==> src/rtl/prio_heap.sv <==
// Binary min/max priority heap with a sequential sift engine.
// One insert or extract is accepted per idle cycle.
module prio_heap #(
  parameter int data_wd  = 4,
  parameter int capacity = 8,
  parameter int addr     = 3,
  parameter int max_mode = 0
) (
  input  logic               clk,
  input  logic               rst,
  input  logic               cs,
  input  logic               rnw,
  input  logic [data_wd-1:0] wr_data,
  output logic [data_wd-1:0] rd_data,
  output logic               valid,
  output logic               ready,
  output logic [data_wd-1:0] peek_data,
  output logic [addr:0]      count,
  output logic               empty,
  output logic               full,
  output logic               err
);

  typedef enum logic [1:0] {
    IDLE,
    SIFT_UP,
    SIFT_DOWN
  } state_t;

  state_t state, state_nx;

  logic [data_wd-1:0] heap [capacity];
  logic [addr-1:0]    cur;
  logic [addr-1:0]    par;
  logic [addr-1:0]    pick;
  logic [addr-1:0]    last;
  logic [addr+1:0]    lidx;
  logic [addr+1:0]    ridx;
  logic               has_l;
  logic               has_r;
  logic               up_swap;
  logic               dn_swap;
  logic               take;

  function automatic logic better(
    input logic [data_wd-1:0] a,
    input logic [data_wd-1:0] b
  );
    if (max_mode != 0) return a > b;
    return a < b;
  endfunction

  assign ready     = (state == IDLE);
  assign empty     = (count == '0);
  assign full      = (count == (addr+1)'(capacity));
  assign peek_data = heap[0];

  // Neighbour indices and the swap decisions for the current node.
  always_comb begin
    par   = (cur - addr'(1)) >> 1;
    last  = count[addr-1:0] - addr'(1);
    lidx  = {1'b0, cur, 1'b1};
    ridx  = lidx + (addr+2)'(1);
    has_l = lidx < {1'b0, count};
    has_r = ridx < {1'b0, count};
    pick  = lidx[addr-1:0];
    if (has_r && better(heap[ridx[addr-1:0]],
                        heap[lidx[addr-1:0]]))
      pick = ridx[addr-1:0];
    dn_swap = has_l && better(heap[pick], heap[cur]);
    up_swap = (cur != '0) && better(heap[cur], heap[par]);
    take    = cs && (rnw ? !empty : !full);
  end

  // Next-state logic: idle until a legal request, sift until settled.
  always_comb begin
    state_nx = state;
    case (state)
      IDLE: begin
        if (take) state_nx = rnw ? SIFT_DOWN : SIFT_UP;
      end
      SIFT_UP: begin
        if (!up_swap) state_nx = IDLE;
      end
      SIFT_DOWN: begin
        if (!dn_swap) state_nx = IDLE;
      end
      default: state_nx = IDLE;
    endcase
  end

  // State register.
  always_ff @(posedge clk) begin
    if (rst) state <= IDLE;
    else     state <= state_nx;
  end

  // Heap storage, occupancy, cursor and result registers.
  always_ff @(posedge clk) begin
    if (rst) begin
      count   <= '0;
      rd_data <= '0;
      valid   <= 1'b0;
      err     <= 1'b0;
      cur     <= '0;
    end else begin
      valid <= 1'b0;
      err   <= 1'b0;
      case (state)
        IDLE: begin
          if (cs && !take) begin
            err <= 1'b1;
          end else if (take && rnw) begin
            rd_data <= heap[0];
            heap[0] <= heap[last];
            count   <= count - (addr+1)'(1);
            cur     <= '0;
            valid   <= 1'b1;
          end else if (take) begin
            heap[count[addr-1:0]] <= wr_data;
            count <= count + (addr+1)'(1);
            cur   <= count[addr-1:0];
          end
        end
        SIFT_UP: begin
          if (up_swap) begin
            heap[cur] <= heap[par];
            heap[par] <= heap[cur];
            cur       <= par;
          end
        end
        SIFT_DOWN: begin
          if (dn_swap) begin
            heap[cur]  <= heap[pick];
            heap[pick] <= heap[cur];
            cur        <= pick;
          end
        end
        default: ;
      endcase
    end
  end

endmodule

==> config.mk <==
export PLATFORM = sky130hd
export DESIGN_NAME = prio_heap
export DESIGN_NICKNAME = d
export VERILOG_FILES = /design/src/rtl/prio_heap.sv
export SDC_FILE = /design/constraint.sdc
export NUM_CORES = 1
export LEC_CHECK = 0
export CAP_MARGIN = 10
export CORE_MARGIN = 2
export CORE_UTILIZATION = 30
export CTS_BUF_LIST = sky130_fd_sc_hd__clkbuf_4 sky130_fd_sc_hd__clkbuf_8
export DETAILED_ROUTE_END_ITERATION = 7
export MAX_ROUTING_LAYER = met4
export PLACE_DENSITY = 0.52
export SYNTH_ARGS = -nofsm -noshare
export SYNTH_HDL_FRONTEND = slang
export SYNTH_SLANG_ARGS = --single-unit
export TNS_END_PERCENT = 10
==> constraint.sdc <==
create_clock -name clk -period 12.15 [get_ports clk]
set_clock_uncertainty 0.2 [all_clocks]
set_input_delay 1.215 -clock clk [delete_from_list [all_inputs] [get_ports clk]]
set_output_delay 1.215 -clock clk [all_outputs]
set_load 0.02 [all_outputs]
==> impl_results.md, run 1 <==
* Status: finished, final reports clean
* Postcts setup bufs at 0
* Post-synthesis sequential area ratio at 0.304
* Root Driver: clkbuf_8
* Nets at 444
* Setup TNS at 0 ns
* Initial DRT Pass Iterations at 5
* Total power draw at about 1.5 mW
* Avg Cell Area, Syn at between 10 and 15 sq um
* Crit path capture type: flip-flop
* Reg2reg path depth at 17
* Initial antenna violation count at 0
* Chip width at about 120 microns
* Detailed-route wire length at 13.9 mm
* Placed Area at 4730 sq um
* Syn-to-layout area delta at 10.7%
* PnR worst setup slack at 3.96 ns
* Reg2Reg Launch Point: cur[0]
* I/O pin count at 25
* Worst endpoint required time at about 12 ns
* Synthesized netlist cell count at 394
* HP Start: rd_data[1]
* Post-synth EDFFs at 32
* Vias per cell at 5.88
* Synthesis-stage register bit count at 50
* Wire length of the first global-routing pass at approximately 21 mm
* Clk Latency, worst-skew pair at 0.33 ns
* CTS Hold Buffers Added at 0
* Syn. warnings at 0
* Maximum root-to-sink buffer count at 2
* Crit Path Max Fanout at 19
* RSZ-0062 raised after global routing: no
* Met3 routed WL at 975 microns
* Port buffer count at 24
* CTS H-tree depth at 2
* Max Slew Vio Count at 0
* Power per Cell Area at around 320 nW/um^2
* Post-Syn Nets at 430
* Min-Delay Path Class: flip-flop to flip-flop
* Synthesized area at 4350 sq um
* Die Footprint at 15500 sq um
* Fillers at 1444
* Critical Path Source Type: flip-flop
* Initial DRC count at 333
* Flop2flop setup slack at between 3 and 4 ns
* Row count at 44
* Synth area leader: edfxtp_1
* Worst setup path end: heap[1][1]
* ANT nets after route at 0
* Clock sinks at 50
* Max VDD drop at 0.128 mV
* Diode count at 0
* Chip Height at 124 microns
* Number of CTS-inserted buffers at 5
* LEAKAGE at approximately 1.8 nW
* Setup CP Type: flip-flop to flip-flop
* Largest net degree at the start of global routing at 27
* Most used DFF post-synth: edfxtp_1
* Crit path launch: cur[0]
* Core ar. at 14400 sq um
* Crit-path slowest cell: ha_1
* Routed WL per cell at about 23 microns
* Tot GR Track Use at 0.182
* Fmax at about 120 MHz
* Crit-path cells: clkinv_1, ha_1, mux4_2, ha_1, a21o_1, a21oi_2, o211a_1, mux2i_1, mux2_2, ha_1, a211oi_1, nor2b_1, nand4bb_1, o41ai_4, buf_4, mux2i_1, o21ai_0
* CTS tree: built
* Layout cells sized above 1 at 0.166
* Minimum clock period at 8.19 ns
* Unique masters post-synth at 67
* DR WL met2 at 6.67 mm
* Slew headroom at 0.400
* Top layer in use: met4
* Pre-CTS setup slack at 4.09 ns
* Vias at 3488
* Gr ovfl total at 0
* Slew @ Worst Pin at 0.896 ns
* HPWL Detailed at 10.5 mm
* Metal1 wirelength at about 6.0 mm
* Period utilization at 0.674
* Clock transition at path regs at ~0.11 ns
* Most frequent CP cell: ha_1
* MaxCap Viol Count at 0
* Synth async-reset ratio at 0
* Layout Cell Area excl Fill at 4820 sq um
* Crit path largest cell delay at slightly above 0.9 ns
* Starting Density at 0.303
* # resized after CTS at 0
* Hold Vio Cnt, Final at 0
* Gpl congestion at 0.965
* Reg-to-reg endpoint: heap[1][1]
* Largest cells by area after synthesis: edfxtp_1, mux4_2, dfxtp_1
* Vias in the first global route at 3385
* Arr. time, crit path at 7.97 ns
* Final setup fails at 0
* DRC Markers at 0
* Area share of the largest cell type after synthesis at 0.221
## flip-flops by register name, indices dropped and copies added (netlist names), named ones only
name,count
heap,32
count,4
rd_data,4
cur,3
state,2
err,1
valid,1
## cell usage after synthesis, types with 6 or more instances
cell / number
a211oi_1: 8
a21oi_1: 9
a31oi_1: 24
clkbuf_1: 10
dfxtp_1: 18
edfxtp_1: 32
ha_1: 27
inv_1: 28
mux2_2: 8
mux2i_1: 23
mux4_2: 33
nand2_1: 14
nand3_1: 7
nand4_1: 6
nor2_1: 40
nor3_1: 6
o211ai_1: 6
o21ai_0: 11
## how the worst min path moves through the flow
| stage | to | slack (ns) | depth (start not counted) |
|---|---|---|---|
| 3_3_place_gp | rd_data[2] | 0.28 | 2 |
| 3_5_place_dp | rd_data[1] | 0.30 | 2 |
| 6_report | rd_data[1] | 0.32 | 2 |
| 5_1_grt | rd_data[3] | 0.34 | 2 |
| 4_1_cts | rd_data[1] | 0.32 | 2 |
| 2_1_floorplan | state[0] | 0.32 | 1 |
## metal layers
layer / up-vias / global-route usage
li1: 1573 / -
met1: 1760 / 0.238
met2: 139 / 0.287
met3: 16 / 0.0404
met4: 0 / 0.0509
met5: - / -
## logic make-up (layout without fill, tap and decap cells)
family,after synthesis,count (layout),synth area share
buffers and inverters,49,64,0.0526
xor gates and xnor gates,9,9,0.0198
and+or+nand+nor,102,102,0.122
AOI/OAI and AO/OA,90,90,0.164
DFF,50,50,0.304
muxes,66,66,0.256
adders and majority gates,28,28,0.0822
## final cells by class
type | count | area [sq um] | area share
Clock buffer | 6 | 76.3 | 0.0158
Clock inverter | 2 | 15.0 | 0.00312
Inverter | 29 | 109 | 0.0226
Multi-Input combinational cell | 295 | 2800 | 0.582
Sequential cell | 50 | 1320 | 0.274
Tap cell | 184 | 230 | 0.0478
Timing Repair Buffer | 27 | 263 | 0.0545
## through the flow
stage / hold slack [ns] / cells / utilization
2_1_floorplan: 0.319 / 394 / -
3_3_place_gp: 0.279 / 585 / 0.329
3_5_place_dp: 0.302 / 585 / 0.329
4_1_cts: 0.322 / 593 / 0.335
5_1_grt: 0.342 / 593 / 0.335
6_report: 0.316 / 593 / 0.335
## power by group
part / switching, mW / internal [mW] / total, mW
Sequential: 0.0896 / 0.264 / 0.354
Clock: 0.0605 / 0.0430 / 0.104
Combinational: 0.610 / 0.471 / 1.08
## placed cells by master, fill, tap and decap left out, types with 2 or more instances in the layout
cell	netlist	routed
or2_2	2	2
ha_1	27	27
nand3_1	7	7
inv_1	28	28
nand2_1	14	14
xor2_1	4	4
and3_1	2	2
nor4_1	4	4
edfxtp_1	32	32
a311o_1	2	2
clkinvlp_4	0	2
xnor2_1	4	4
a21oi_1	9	9
a21o_1	4	4
buf_4	1	3
a31oi_1	24	24
mux4_2	33	33
dfxtp_1	18	18
o21ai_0	11	11
or3_1	3	3
mux4_1	2	2
nor3_1	6	6
clkdlybuf4s50_1	0	24
mux2i_1	23	23
clkbuf_8	0	5
nand4_1	6	6
a22oi_4	3	3
nor2_1	40	40
a2bb2oi_1	2	2
o22ai_1	2	2
nand4b_1	2	2
o211ai_1	6	6
nor3b_1	3	3
nor2b_1	4	4
mux2_2	8	8
and2_1	2	2
a211oi_1	8	8
## critical path, delay by kind of cell (launching register included)
kind / cells / cell delay, ns
AO/OA/AOI/OAI: 6 / 1.80
AND/OR/NAND/NOR: 2 / 0.39
adder cells (fa/ha/maj): 3 / 1.57
flip-flops: 1 / 0.82
buffers and inverters: 2 / 0.88
multiplexers: 4 / 2.16
(Power assumes the default switching activity.)
==> inputs of run 2 (changes only) <==
PLACE_DENSITY = 0.53   (was 0.52)
clock period = 6.6 ns   (was 12.15 ns; I/O delays follow)
==> run 2 against run 1 <==
  * Combinational power is 95% higher
  * Hold slack worse by 0.0029 ns
  * Via count grew 2.6%
  * Sequential share of layout area is 0.63 points lower
  * Highest routed layer unchanged
  * Worst setup slack got worse by 3.6 ns
  * Register-to-register slack got worse by 3.6 ns
  * Die area did not move
  * Final area is 2.3% higher
  * First-iteration DRC count rose by 22%
  * Global-route usage rose by 0.49 points
  * Critical path type unchanged
==> impl_results.md, run 2 (synthesis results as in run 1) <==
* Starting Density at 0.303 (unchanged)
* Layout cells sized above 1 at 0.198 (was 0.166)
* Crit path largest cell delay at 0.53 ns (was 0.93 ns)
* Total power draw at 2.92 mW (was 1.54 mW)
* Reg2Reg Launch Point: cur[0] (unchanged)
* CP Buf/Inv Count at 3 (was 2)
* Largest regs: heap x32, count x4, rd_data x4 (unchanged)
* Minimum clock period at 6.27 ns (was 8.19 ns)
* Placed Area at 4820 sq um (was 4730 sq um)
* Row count at 44 (unchanged)
* Number of CTS-inserted buffers at 5 (unchanged)
* Vias per cell at 5.92 (was 5.88)
* Most frequent CP cell: ha_1 (unchanged)
* CTS H-tree depth at 2 (unchanged)
* Crit path launch: cur[0] (unchanged)
* Routed WL per cell at 23.3 microns (was 23.4 microns)
* RSZ-0062 raised after global routing: no (unchanged)
* LEAKAGE at 1.90 nW (was 1.83 nW)
* Slew headroom at 0.383 (was 0.400)
* DRC Markers at 0 (unchanged)
* Initial antenna violation count at 0 (unchanged)
* Crit path capture type: flip-flop (unchanged)
* MaxCap Viol Count at 0 (unchanged)
* Worst endpoint required time at 6.39 ns (was 11.93 ns)
* P_sw at 1.44 mW (was 0.760 mW)
* Clk Latency, worst-skew pair at 0.33 ns (about the same)
* Final setup fails at 0 (unchanged)
* Reg-to-reg endpoint: heap[3][3] (was heap[1][1])
* Hold Vio Cnt, Final at 0 (unchanged)
* Period utilization at 0.950 (was 0.674)
* Clock transition at path regs at 0.11 ns (about the same)
* Gpl congestion at 0.921 (was 0.965)
* Setup CP Type: flip-flop to flip-flop (unchanged)
* Setup TNS at 0 ns (unchanged)
* Max VDD drop at 0.182 mV (was 0.128 mV)
* Critical Path Source Type: flip-flop (unchanged)
* Initial DRT Pass Iterations at 5 (unchanged)
* Comb power frac at 0.723 (was 0.703)
* Initial DRC count at 405 (was 333)
* CTS tree: built (unchanged)
* Chip Height at 124 microns (unchanged)
* Arr. time, crit path at 6.06 ns (was 7.97 ns)
* Detailed-route wire length at 14.0 mm (was 13.9 mm)
* CTS Hold Buffers Added at 0 (unchanged)
* Maximum root-to-sink buffer count at 2 (unchanged)
* Largest net degree at the start of global routing at 27 (unchanged)
* CP top delay family: compound AO/OA/AOI/OAI gates (was multiplexers)
* Biggest register: heap (unchanged)
* Reg2reg path depth at 19 (was 17)
* Gr ovfl total at 0 (unchanged)
* Max reg flops at 32 (unchanged)
* Sequential Power Share at 0.207 (was 0.230)
* Port buffer count at 24 (unchanged)
* Status: finished, final reports clean (unchanged)
* WP depth at 19 (was 17)
* Core ar. at 14400 sq um (unchanged)
* Slew @ Worst Pin at 0.922 ns (was 0.896 ns)
* Wire length of the first global-routing pass at 21.6 mm (was 21.2 mm)
* Crit-path slowest cell: mux4_2 (was ha_1)
* Commonest non-fill, non-tap cells in the layout: nor2_1, mux4_2, edfxtp_1 (unchanged)
* Crit-path cells: clkinv_2, ha_1, mux4_2, ha_1, a21o_1, a21oi_2, o211a_1, mux2i_1, buf_4, mux2_2, ha_1, a211oi_1, nor2b_1, nand4bb_1, o41ai_4, buf_4, nor3_1, a2bb2o_1, o21ai_1 (was clkinv_1, ha_1, mux4_2, ha_1, a21o_1, a21oi_2, o211a_1, mux2i_1, mux2_2, ha_1, a211oi_1, nor2b_1, nand4bb_1, o41ai_4, buf_4, mux2i_1, o21ai_0)
* Chip width at 124 microns (unchanged)
* Fin Hold WS at 0.313 ns (was 0.316 ns)
* Core Util, Final at 0.343 (was 0.335)
* Vias in the first global route at 3498 (was 3385)
* Max Slew Vio Count at 0 (unchanged)
* HPWL Detailed at 10.7 mm (was 10.5 mm)
* Diode count at 0 (unchanged)
* Flop2flop setup slack at 0.33 ns (was 3.96 ns)
* Tot GR Track Use at 0.187 (was 0.182)
* ANT nets after route at 0 (unchanged)
* Switching Share at 0.492 (was 0.494)
* Vias at 3577 (was 3488)
* Root Driver: clkbuf_8 (unchanged)
* Min-Delay Path Class: flip-flop to flip-flop (unchanged)
* Power per Cell Area at 593 nW/um^2 (was 319 nW/um^2)
* Nets at 455 (was 444)
* Crit Path Max Fanout at 19 (unchanged)
* Die Footprint at 15500 sq um (unchanged)
* Clk network pwr share at 0.071 (was 0.067)
* Worst setup path end: heap[3][3] (was heap[1][1])
* Layout Cell Area excl Fill at 4930 sq um (was 4820 sq um)
* Clock sinks at 50 (unchanged)
* I/O pin count at 25 (unchanged)
* Postcts setup bufs at 0 (unchanged)
* Commonest non-fill, non-tap cell in the layout: nor2_1 (unchanged)
* Pint at 1.49 mW (was 0.779 mW)
* Fmax at 159 MHz (was 122 MHz)
* Syn-to-layout area delta at 13.3% (was 10.7%)
==> run 2: cell count changes in the layout (fill, tap and decap cells not counted), moves of 2 or more <==
cell	change
mux2i_1	-2
o21ai_1	+4
clkinvlp_4	-2
mux2i_2	+2
buf_4	+11
o21ai_0	-4
==> run 2: cell type report <==
cell class                 instances  area, sq um
inverter                          29          110
multi-input combinational        295         2830
clock buffer                       5         68.8
timing repair buffer              38          345
fill                            1440         9440
sequential                        50         1320
clock inverter                     3         28.8
tap                              184          230
==> run 2: metal layers <==
layer  vias up  global-route usage  wire, microns  share of wire
li1       1598                   -              -              -
met1      1801               0.257           6360           0.45
met2       156               0.285           6530           0.46
met3        22              0.0301            848          0.060
met4         0              0.0608            307          0.022
met5         -                   -              0              0
==> run 2: power by group through the flow <==
stage                     combinational [mW]  sequential (mW)  clock [mW]
after floorplan                         1.54            0.569           0
after global placement                  2.04            0.609           0
after detailed placement                2.06            0.609           0
after CTS                               2.08            0.601       0.211
after global routing                    2.29            0.612       0.222
final                                   2.11            0.605       0.207
==> run 2: worst min path at each step <==
stage                     from    endpoint  slack [ns]  cells past startpoint
global placement    rd_data[0]  rd_data[0]        0.28                      2
CTS                 rd_data[3]  rd_data[3]        0.32                      2
detailed placement  rd_data[3]  rd_data[3]        0.29                      2
finish              rd_data[3]  rd_data[3]        0.31                      2
global route        rd_data[2]  rd_data[2]        0.35                      2
floorplan             state[0]    state[0]        0.32                      1
==> run 2: per-stage QoR <==
stage               std cells  setup WS [ns]
floorplan                 394         0.0791
global placement          596          0.548
detailed placement        596          0.327
CTS                       604          0.293
global route              604         0.0187
finish                    604          0.330
==> run 2: worst reg2reg max path: stages, from the launching register on <==
cell	delay [ns]
dfxtp_1	0.37
clkinv_2	0.07
ha_1	0.39
mux4_2	0.53
ha_1	0.33
a21o_1	0.18
a21oi_2	0.25
o211a_1	0.22
mux2i_1	0.24
buf_4	0.18
mux2_2	0.38
ha_1	0.19
a211oi_1	0.32
nor2b_1	0.22
nand4bb_1	0.19
o41ai_4	0.39
buf_4	0.32
nor3_1	0.18
a2bb2o_1	0.39
o21ai_1	0.41
==> run 2: what timing repair did <==
action,in CTS,in global routing
endpoints found under the hold margin,0,0
endpoints found under the setup margin,0,20
resized for setup,0,2
==> patch 1, RTL diff (config.mk and constraints of run 1) <==
Change the parameter `data_wd` from 4 to 6.
--- a/src/rtl/prio_heap.sv
+++ b/src/rtl/prio_heap.sv
@@ -1,7 +1,7 @@
 // Binary min/max priority heap with a sequential sift engine.
 // One insert or extract is accepted per idle cycle.
 module prio_heap #(
-  parameter int data_wd  = 4,
+  parameter int data_wd  = 6,
   parameter int capacity = 8,
   parameter int addr     = 3,
   parameter int max_mode = 0
Interface: changed (resized peek_data, rd_data and wr_data); port bits go from 25 to 31. No check against the original RTL was run, so the function may have changed too.
==> patch 1 against run 1 <==
Power is 35% higher; worst setup slack better by 110 ps; non-clock buffer count is 7 higher; worst hold slack worse by 13 ps; via count is 43% higher; core utilization is 0.74 points higher; clock power is 120% higher; sequential cell count is 18 higher; critical path depth is 3 higher; design area is 39% higher; synthesized area is 38% higher; routed wire length is 56% higher.
==> patch 1: results (changes against run 1) <==
- Status: finished, final reports clean (unchanged)
- Netlist cell types: 77 (was 67)
- R2r endpoint: heap[0][3]$_DFFE_PP_ (was heap[1][1]$_DFFE_PP_)
- Total Wirelength: 21700 um (was 13900 um)
- Via/cell ratio: 6.07 (was 5.88)
- First-pass GRT wire length: 31700 um (was 21200 um)
- DP Cell Count: 807 (was 585)
- Iter 0 DRT Violations: 562 (was 333)
- Max-slew headroom: 0.311 (was 0.400)
- Comb pwr share: 0.693 (was 0.703)
- Number of global-route vias before repair: 4692 (was 3385)
- Reg2Reg Depth: 20 (was 17)
- Buffers on Ports: 30 (was 24)
- Max stage delay cell, worst path: o21ai_0 (was ha_1)
- Top Family by Delay on Critical Path: compound AO/OA/AOI/OAI gates (was multiplexers)
- Total CTS buffers: 9 (was 5)
- Fraction of layout cells with a size suffix above 1: 0.208 (was 0.166)
- Fill count: 1956 (was 1444)
- Hold Path Sink: rd_data[5]$_SDFFE_PP0P_ (was rd_data[1]$_SDFFE_PP0P_)
- Fin Hold WS: 303 ps (was 316 ps)
- Post-synthesis adder-cell area fraction: 0.0720 (was 0.0822)
- Net Sw Power: 1.01 mW (was 0.760 mW)
- Area after DPL: 6480 um2 (was 4730 um2)
- WL met2: 9910 um (was 6670 um)
- GRT Total Usage: 0.211 (was 0.182)
- H-tree levels: 3 (was 2)
- Fin cells: 823 (was 593)
- Worst setup margin: 4070 ps (was 3960 ps)
- Worst-path fanout max: 22 (was 19)
- Max reg flops: 48 (was 32)
- XOR/XNOR Fraction of Synth Area: 0.0162 (was 0.0198)
- Final Total Pwr: 2.08 mW (was 1.54 mW)
- Synth top cells by count: 48 x edfxtp_1, 46 x mux4_2, 33 x ha_1 (was 40 x nor2_1, 33 x mux4_2, 32 x edfxtp_1)
- Peak supply drop: 0.105 mV (was 0.128 mV)
- Mux contribution to synthesized area: 0.274 (was 0.256)
- Synth top area cells: edfxtp_1 24%, mux4_2 17%, ha_1 6.9% (was edfxtp_1 22%, mux4_2 17%, dfxtp_1 8.3%)
- Number of synthesized flops with an enable pin: 48 (was 32)
- Worst stage delay on the critical path: 900 ps (was 930 ps)
- Met3 Routed Length: 1850 um (was 975 um)
- Post-CTS setup buffer count: 0 (unchanged)
- Met1 WL: 9440 um (was 6000 um)
- Gate Count Post-Synth: 539 (was 394)
- GPL Wtd Cong: 0.956 (was 0.965)
- Largest net degree at the start of global routing: 30 (was 27)
- Clock Latency Late Sink: 390 ps (was 330 ps)
- Fin nets: 597 (was 444)
- Area Growth Syn to Fin: 11.6% (was 10.7%)
- Syn Nets: 583 (was 430)
- Register area share after synthesis: 0.306 (was 0.304)
- Leakage: 2.35 nW (was 1.83 nW)
- Crit path DAT: 7890 ps (was 7970 ps)
- DPL Wire Length: 16700 um (was 10500 um)
- Complex-gate fraction of the synthesized area: 0.171 (was 0.164)
- Clock power share: 0.111 (was 0.067)
patch 1: cell types whose count changed after synthesis, moves of 7 or more:
| cell | change |
|---|---|
| nor2_1 | -10 |
| edfxtp_1 | +16 |
| mux4_2 | +13 |
| o21ai_1 | +23 |
| nand2b_1 | +12 |
| a31oi_1 | -7 |
| o21ai_0 | +11 |
| mux2_2 | +10 |
| nand2_1 | +12 |
| a21oi_1 | +9 |
| o22ai_1 | +17 |
patch 1: layer usage:
layer	track usage	vias up
met1	0.286	2517
met5	-	-
met4	0.0681	0
met3	0.0417	32
met2	0.318	293
li1	-	2154
patch 1: cells by family after synthesis:
family	count (synthesis)
AO/OA/AOI/OAI	147
XOR/XNOR	9
adder cells (fa/ha/maj)	34
buffers and inverters	64
flip-flops	68
multiplexers	96
AND/OR/NAND/NOR	121
patch 1: cell type report:
class,instances,share of cell area
inverter,33,0.0185
tap,265,0.0494
clock buffer,11,0.0216
multi-input combinational,407,0.574
clock inverter,5,0.0127
timing repair buffer,34,0.0492
sequential,68,0.274
==> patch 2, RTL diff (config.mk and constraints of run 1) <==
Made on the original files. Re-encode `state_t` (3 states) as one-hot, 3 bits wide.
--- a/src/rtl/prio_heap.sv
+++ b/src/rtl/prio_heap.sv
@@ -21,10 +21,10 @@
   output logic               err
 );
 
-  typedef enum logic [1:0] {
-    IDLE,
-    SIFT_UP,
-    SIFT_DOWN
+  typedef enum logic [2:0] {
+    IDLE      = 3'b001,
+    SIFT_UP   = 3'b010,
+    SIFT_DOWN = 3'b100
   } state_t;
 
   state_t state, state_nx;
Function: same outputs for any inputs over 10 cycles, from zero or initial values and one cycle with rst high; not proved beyond that.
==> patch 2 against run 1 <==
Count of clock-buffer cells in the layout is 1 lower; sequential cell count is 1 higher; power shrank 1.7%; critical endpoint is now heap[6][0]$_DFFE_PP_; design area fell by 1.7%; worst setup slack better by 1100 ps; routed wire length is 3.5% lower; largest power group unchanged; clock power decreased by 11%; synthesized area down 2.6%; maximum frequency rose by 16%.
==> patch 2: results (changes against run 1) <==
- Status: finished, final reports clean (unchanged)
- Max-slew headroom: 0.328 (was 0.400)
- M3 GR Usage: 0.0286 (was 0.0404)
- Fin Hold WS: 298 ps (was 316 ps)
- Worst-path fanout max: 22 (was 19)
- Fraction of layout cells with a size suffix above 1: 0.202 (was 0.166)
- First-pass GRT wire length: 20700 um (was 21200 um)
- Ys Warns: 0 (unchanged)
- Worst Min Path Start: rd_data[2]$_SDFFE_PP0P_ (was rd_data[1]$_SDFFE_PP0P_)
- Crit path DAT: 6820 ps (was 7970 ps)
- Leakage: 1.73 nW (was 1.83 nW)
- Synth top area cells: edfxtp_1 23%, mux4_2 15%, dfxtp_1 9.0% (was edfxtp_1 22%, mux4_2 17%, dfxtp_1 8.3%)
- GPL Wtd Cong: 0.919 (was 0.965)
- Hold Path Sink: rd_data[2]$_SDFFE_PP0P_ (was rd_data[1]$_SDFFE_PP0P_)
- DPL Wire Length: 10000 um (was 10500 um)
- Post-CTS setup buffer count: 0 (unchanged)
- Register area share after synthesis: 0.316 (was 0.304)
- Netlist cell types: 57 (was 67)
- Net Sw Power: 0.718 mW (was 0.760 mW)
- Iter 0 DRT Violations: 282 (was 333)
- R2r setup slk: 5080 ps (was 3960 ps)
- Largest net degree at the start of global routing: 23 (was 27)
- Reg2Reg Depth: 18 (was 17)
- R2r endpoint: heap[6][0]$_DFFE_PP_ (was heap[1][1]$_DFFE_PP_)
- Initial antenna violation count: 0 (unchanged)
- Clk slew on worst S/H paths: 90 ps (was 110 ps)
- Slew Viols, Final: 0 (unchanged)
- CTS resizes: 0 (unchanged)
- Met1 GRT Util: 0.259 (was 0.238)
- Clock Latency Late Sink: 310 ps (was 330 ps)
- Via/cell ratio: 5.85 (was 5.88)
- Area after DPL: 4660 um2 (was 4730 um2)
- Met2 track demand over resource: 0.302 (was 0.287)
- GRT Total Usage: 0.193 (was 0.182)
- Synth top cells by count: 33 x nor2_1, 32 x edfxtp_1, 30 x mux2i_1 (was 40 x nor2_1, 33 x mux4_2, 32 x edfxtp_1)
- WL per Instance: 23.4 um (about the same)
- Number of global-route vias before repair: 3304 (was 3385)
- Peak supply drop: 0.104 mV (was 0.128 mV)
- Syn Nets: 406 (was 430)
- Fin nets: 424 (was 444)
==> patch 2: cell type report <==
type                       instances  area, um2
inverter                          20       75.1
fill                            1356       9090
clock inverter                     2       8.76
timing repair buffer              32        300
sequential                        51       1340
tap                              180        225
multi-input combinational        282       2720
clock buffer                       5       68.8
==> patch 2: kinds of logic (layout without fill, tap and decap cells) <==
family,after synthesis,count (layout),synth area share
AO/OA/AOI/OAI,74,74,0.128
XOR/XNOR,8,8,0.0183
adder cells (fa/ha/maj),24,24,0.0726
buffers and inverters,41,59,0.0437
flip-flops,51,51,0.316
multiplexers,88,88,0.319
AND/OR/NAND/NOR,88,88,0.102
==> patch 2: worst max-delay path: stages (launching register included) <==
cell      delay [ps]
dfxtp_1          310
buf_4            300
inv_1            390
ha_1             540
buf_4            280
mux4_2           330
ha_1             300
nand3_1          130
o211ai_1         210
buf_4            300
mux2i_1          450
mux2_2           400
ha_1             200
nor4_1           270
nand3_1          140
a2111o_1         360
a31oi_1          820
a31oi_1          220
o21ai_0          540
==> patch 2: routing by layer <==
layer	wire (um)	share of wire
met5	0	0
met2	6350	0.47
met4	344	0.026
met3	780	0.058
met1	5920	0.44
==> patch 2: worst max-delay path by stage <==
stage / startpoint / to / cells after the start
after detailed placement: cur[0]$_SDFFE_PP0P_ / heap[6][3]$_DFFE_PP_ / 18
after global routing: cur[0]$_SDFFE_PP0P_ / heap[6][0]$_DFFE_PP_ / 18
final: cur[0]$_SDFFE_PP0P_ / heap[6][0]$_DFFE_PP_ / 18
after CTS: cur[0]$_SDFFE_PP0P_ / heap[6][2]$_DFFE_PP_ / 18
after floorplan: cur[0]$_SDFFE_PP0P_ / heap[2][1]$_DFFE_PP_ / 23
after global placement: cur[0]$_SDFFE_PP0P_ / heap[6][1]$_DFFE_PP_ / 18
==> patch 2: stage by stage <==
step | utilization | instances | total power, mW | setup slack (ps)
5_1_grt | 0.342 | 572 | 1.62 | 4660
6_report | 0.342 | 572 | 1.51 | 5080
3_5_place_dp | 0.337 | 565 | 1.41 | 5210
4_1_cts | 0.342 | 572 | 1.51 | 5160
2_1_floorplan | - | 374 | 1.10 | 5490
3_3_place_gp | 0.337 | 565 | 1.41 | 5380
==> patch 2: power groups by stage <==
stage | Clock, mW | Combinational [mW] | Sequential [mW]
final | 0.0929 | 1.10 | 0.321
after floorplan | 0 | 0.800 | 0.301
after global routing | 0.105 | 1.19 | 0.325
after global placement | 0 | 1.08 | 0.325
after CTS | 0.0971 | 1.09 | 0.320
after detailed placement | 0 | 1.09 | 0.325
